===== config.mk =====
export PLATFORM = sky130hd
export DESIGN_NAME = fp_mult_arbiter
export DESIGN_NICKNAME = d
export VERILOG_FILES = /design/src/rtl/fp_mult_arbiter.sv
export SDC_FILE = /design/constraint.sdc
export NUM_CORES = 1
export LEC_CHECK = 0
export BUFFER_PORTS_ARGS = -buffer_cell sky130_fd_sc_hd__clkbuf_2
export CORE_AREA = 2 2 160 162
export CTS_CLUSTER_SIZE = 40
export DETAILED_ROUTE_END_ITERATION = 10
export DIE_AREA = 0 0 162 164
export SETUP_SLACK_MARGIN = 0.3
export SKIP_LAST_GASP = 1
export SYNTH_ARGS = -nofsm -noshare
export SYNTH_HDL_FRONTEND = slang
export SYNTH_SLANG_ARGS = --single-unit
export TNS_END_PERCENT = 1

===== constraint.sdc =====
create_clock -name aclk -period 2.5 [get_ports aclk]
set_input_delay 0.5 -clock aclk [delete_from_list [all_inputs] [get_ports aclk]]
set_output_delay 0.5 -clock aclk [all_outputs]
set_load 0.02 [all_outputs]

===== src/rtl/fp_mult_arbiter.sv =====
// fp_mult_arbiter: round-robin arbiter sharing one fixed-latency FP multiplier among N_REQ requesters.
// A tag pipeline follows each issued op so results are routed back to their owner in issue order.
module fp_mult_arbiter #(
    parameter int N_REQ   = 4,
    parameter int LATENCY = 8
) (
    input  logic                              aclk,
    input  logic                              aresetn,
    input  logic [N_REQ-1:0]                  req_valid,
    output logic [N_REQ-1:0]                  req_ready,
    input  logic [N_REQ*32-1:0]               req_a,
    input  logic [N_REQ*32-1:0]               req_b,
    input  logic                              hold,
    output logic                              m_a_tvalid,
    output logic                              m_b_tvalid,
    output logic [31:0]                       m_a_tdata,
    output logic [31:0]                       m_b_tdata,
    input  logic                              m_result_tvalid,
    input  logic [31:0]                       m_result_tdata,
    output logic [N_REQ-1:0]                  rsp_valid,
    output logic [31:0]                       rsp_data,
    output logic [$clog2(LATENCY+2)-1:0]      inflight,
    output logic                              busy,
    output logic                              sync_error
);
    localparam int IW = $clog2(N_REQ);
    localparam int CW = $clog2(LATENCY + 2);

    logic [IW-1:0]      rr_ptr_q, rr_ptr_d;
    logic [IW-1:0]      acc_idx;
    logic               accept;
    logic               tvalid_q, tvalid_d;
    logic [IW-1:0]      issue_idx_q, issue_idx_d;
    logic [31:0]        a_q, a_d, b_q, b_d;
    logic [LATENCY-1:0] tag_v_q, tag_v_d;
    logic [IW-1:0]      tag_i_q [LATENCY];
    logic [IW-1:0]      tag_i_d [LATENCY];
    logic [CW-1:0]      inflight_q, inflight_d;
    logic               sync_error_q, sync_error_d;
    logic               out_v;
    logic [IW-1:0]      out_i;

    // Descending scan so the requester closest at/after rr_ptr is the last to overwrite acc_idx.
    always_comb begin
        req_ready = '0;
        acc_idx   = '0;
        for (int k = N_REQ - 1; k >= 0; k--) begin
            if (req_valid[(int'(rr_ptr_q) + k) % N_REQ]) acc_idx = IW'((int'(rr_ptr_q) + k) % N_REQ);
        end
        accept = (|req_valid) && !hold && aresetn;
        if (accept) req_ready[acc_idx] = 1'b1;
    end

    assign out_v = tag_v_q[LATENCY-1];
    assign out_i = tag_i_q[LATENCY-1];

    always_comb begin
        rr_ptr_d     = accept ? ((acc_idx == IW'(N_REQ - 1)) ? '0 : acc_idx + 1'b1) : rr_ptr_q;
        tvalid_d     = accept;
        issue_idx_d  = accept ? acc_idx : issue_idx_q;
        a_d          = accept ? req_a[32*acc_idx +: 32] : a_q;
        b_d          = accept ? req_b[32*acc_idx +: 32] : b_q;
        // The issue register is the first hop; LATENCY further stages line up with the multiplier output.
        tag_v_d      = LATENCY'({tag_v_q, tvalid_q});
        tag_i_d[0]   = issue_idx_q;
        for (int k = 1; k < LATENCY; k++) tag_i_d[k] = tag_i_q[k-1];
        inflight_d   = inflight_q + CW'(accept) - CW'(out_v);
        sync_error_d = sync_error_q | (m_result_tvalid != out_v);
    end

    always_ff @(posedge aclk or negedge aresetn) begin
        if (!aresetn) begin
            rr_ptr_q     <= '0;
            tvalid_q     <= 1'b0;
            issue_idx_q  <= '0;
            a_q          <= '0;
            b_q          <= '0;
            tag_v_q      <= '0;
            tag_i_q      <= '{default: '0};
            inflight_q   <= '0;
            sync_error_q <= 1'b0;
        end else begin
            rr_ptr_q     <= rr_ptr_d;
            tvalid_q     <= tvalid_d;
            issue_idx_q  <= issue_idx_d;
            a_q          <= a_d;
            b_q          <= b_d;
            tag_v_q      <= tag_v_d;
            tag_i_q      <= tag_i_d;
            inflight_q   <= inflight_d;
            sync_error_q <= sync_error_d;
        end
    end

    always_comb begin
        rsp_valid = '0;
        if (m_result_tvalid && out_v) rsp_valid[out_i] = 1'b1;
    end

    assign rsp_data   = m_result_tdata;
    assign m_a_tvalid = tvalid_q;
    assign m_b_tvalid = tvalid_q;
    assign m_a_tdata  = a_q;
    assign m_b_tdata  = b_q;
    assign inflight   = inflight_q;
    assign busy       = (inflight_q != '0);
    assign sync_error = sync_error_q;

endmodule


==> qor.yml <==
hold_path:
  holdCritPathClass: "in2async"
clocking:
  cts_sinks: 98
  numCtsBuffers: 9
  clk_latency_ps: 350
  htreeDepth: 3
  cts_hold_buf: 0
  cts_tree: "built"
  clk_pin_slew_ps: 80
  clk_path_buf_depth: 2
  cts_root_buf: "clkbuf_16"
die:
  ioPinCount: 408
  die_h_um: 164
  fp.coreArea_sq_um: 24820
  die_area_sq_um: 26570
  start_util_pct: 23.16
  die_x_um: 162
  rows: 58
yosys:
  ys_seq_area_share_pct: 42.66
  yosys.area.top_type: "dfrtp_1"
  synth_seq_cells: 98
  synth.cell_area_sq_um: 5749
  yosys.area_share.adder_pct: 2.524
  synth_compound_area_share_pct: 18.85
  synthArstFlopShare_pct: 100.0
  yosys_warnings: 0
  synthMuxAreaShare_pct: 11.75
  synth-edff-count: 0
  synthTopCellsByCount: "a211oi_1, dfrtp_1, nor2_1"
  synth_top_family_by_area: "compound AO/OA/AOI/OAI gates"
  synth.area.top_cells: "dfrtp_1, a211oi_1, mux2i_1, and3_1, buf_4"
  synth-xor-area-share_pct: 0.3047
  syn_area_per_cell_sq_um: 10.27
  synth_cell_types: 36
  synth-main-ff-cell: "dfrtp_1"
  syn_inst: 560
  yosys.area.top_type_share_pct: 42.66
  yosysMostFrequentCell: "a211oi_1"
  synth_nets: 867
  synthSimpleGateAreaFrac_pct: 13.65
cells_and_area:
  layout-drive-gt1-share_pct: 47.71
  final_nets: 1174
  final_cells: 1202
  syn_to_final_growth_pct: 41.02
  postLayoutCoreUtil_pct: 32.67
  n_antenna_cell: 0
worst_setup_path:
  required_ps: 2000
  cp_max_fo: 6
  criticalPathCategory: "reg2out"
  cp_data_arrival_time_ps: 1920
  start_kind: "register"
  cp-end-kind: "output pin"
routing:
  post_drt_wl_per_cell_um: 17.03
  first_pass_iters: 4
  postRouteAntennaNets: 0
  drt_wl_total_um: 20470
  drt_iter0_drc: 281
  post-route-drc-count: 0
  routed-via-count: 5520
  viasPerCell: 4.592
global_route:
  grt_start_max_net_pins: 65
  grt_overflow: 0
  track_usage_pct: 14.72
  antenna_found_initial: 0
  grt_pass1_vias: 5480
  grt_pass1_wl_um: 30020
power_and_ir_drop:
  p_sw_mw: 2.849
  p_total_mw: 7.034
  clkPwrFrac_pct: 21.5
  peakVddDrop_mv: 0.3578
  pwr-share-seq_pct: 33.8
  p_sw_share_pct: 40.50
  p_leak_nw: 4.124
  p_per_area_nw_per_um2: 867.5
  power.internal_mw: 4.185
  comb_power_share_pct: 44.7
timing:
  setup_viol_count_final: 0
  skew_ps: 9.266
  maxSlewViolCount: 0
  fin_crit_sh_pct: 96.73
  rsz0062_at_grt: "true"
  whs_ps: 219.6
  worst_pin_slew_ps: 795.9
  finalHoldViolations: 0
  max_slew_margin_pct: 46.94
  timing.final.crit_period_ps: 2418
  fmax_ghz: 0.4135
  fin_setup_tns_ps: 0
placement:
  routabilityCongestion: 0.7828
  port_buffers: 343
  dp_hpwl_um: 15570
  placedCellCount: 1180
flow_run:
  cap_violations: 0
run_status:
  status: "completed"
==> routing by layer <==
metal | routed length, um | share of wire, % | vias up | global-route usage, %
li1 | - | - | 2644 | -
met1 | 8177 | 40 | 2602 | 17.61
met2 | 10510 | 51 | 237 | 26.21
met3 | 1183 | 5.8 | 37 | 2.601
met4 | 604 | 3.0 | 0 | 5.873
met5 | 0 | 0 | - | 0
==> power by group through the flow <==
stage	combinational, mW	clock, mW	sequential [mW]
floorplan	1.54	0	2.86
global placement	3.01	0	2.40
detailed placement	3.04	0	2.41
CTS	3.11	1.57	2.38
global route	3.39	1.65	2.45
finish	3.14	1.51	2.38
==> kinds of logic after synthesis <==
group | count (synthesis)
and+or+nand+nor | 154
adders and majority gates | 11
AOI/OAI and AO/OA | 144
DFF | 98
xor gates and xnor gates | 2
buffers and inverters | 86
muxes | 65
==> cell type report <==
cell class	count	area, sq um
multi-input combinational	376	2815
inverter	8	40.04
fill	2649	16710
clock inverter	7	97.59
tap	330	412.9
clock buffer	9	225.2
timing repair buffer	374	2062
sequential	98	2455
==> per-stage QoR <==
step | setup WS [ps] | instance area [sq um]
after floorplan | 264.9 | 5751
after global placement | 212.9 | 7624
after detailed placement | 173.5 | 7624
after CTS | 76.68 | 8046
after global routing | 24.25 | 8108
final | 81.73 | 8108
==> critical path, stage by stage, from the launching register on <==
cell	delay [ps]
dfrtp_2	480
mux2i_4	230
o2bb2ai_4	150
nor2_4	230
inv_8	60
ha_4	150
and2_4	130
buf_8	120
==> flip-flops by register name, summed over array words and instances, names as in the netlist <==
name and flops:
inflight 4, rr_ptr_q 2, sync_error 1, tag_i_d 14, tag_v_q 8, m_a_tdata 32
out_i 2, m_b_tdata 32, issue_idx_q 2, m_a_tvalid 1
==> what timing repair did <==
action                                  CTS  global route
endpoints found under the setup margin   16            57
setup buffers                             4             2
resized for setup                        16            11
pin swaps                                 2             4
==> path summary, 6_finish.rpt <==
check                                  from             to  slack (ps)  cells after the start
worst max-delay path            rr_ptr_q[1]   req_ready[2]          80                      7
worst min-delay path                aresetn  m_b_tdata[18]         220                      2
worst max register to register  rr_ptr_q[1]   m_b_tdata[2]         210                      6
worst min register to register   tag_i_d[8]     tag_i_d[6]         350                      0
max in group asynchronous           aresetn    rr_ptr_q[1]        1000                      3
min in group aclk                tag_i_d[8]     tag_i_d[6]         350                      0
==> layout by cell type, fill, tap and decap left out, types with 3 or more instances in the layout <==
master,Yosys,layout
nor2_4,2,3
nor2_1,66,65
a211oi_1,118,118
inv_1,5,5
clkbuf_16,0,9
nand3_1,5,5
a21oi_1,7,7
buf_12,5,7
ha_1,10,8
clkbuf_2,0,338
nand2b_1,3,3
mux2_4,5,5
inv_6,0,3
mux2i_1,60,59
a221o_1,5,5
buf_4,35,26
o21ai_0,6,6
dfrtp_1,98,96
and3_1,60,60
nand2_1,9,9
Power figures use the tool's default switching activity.
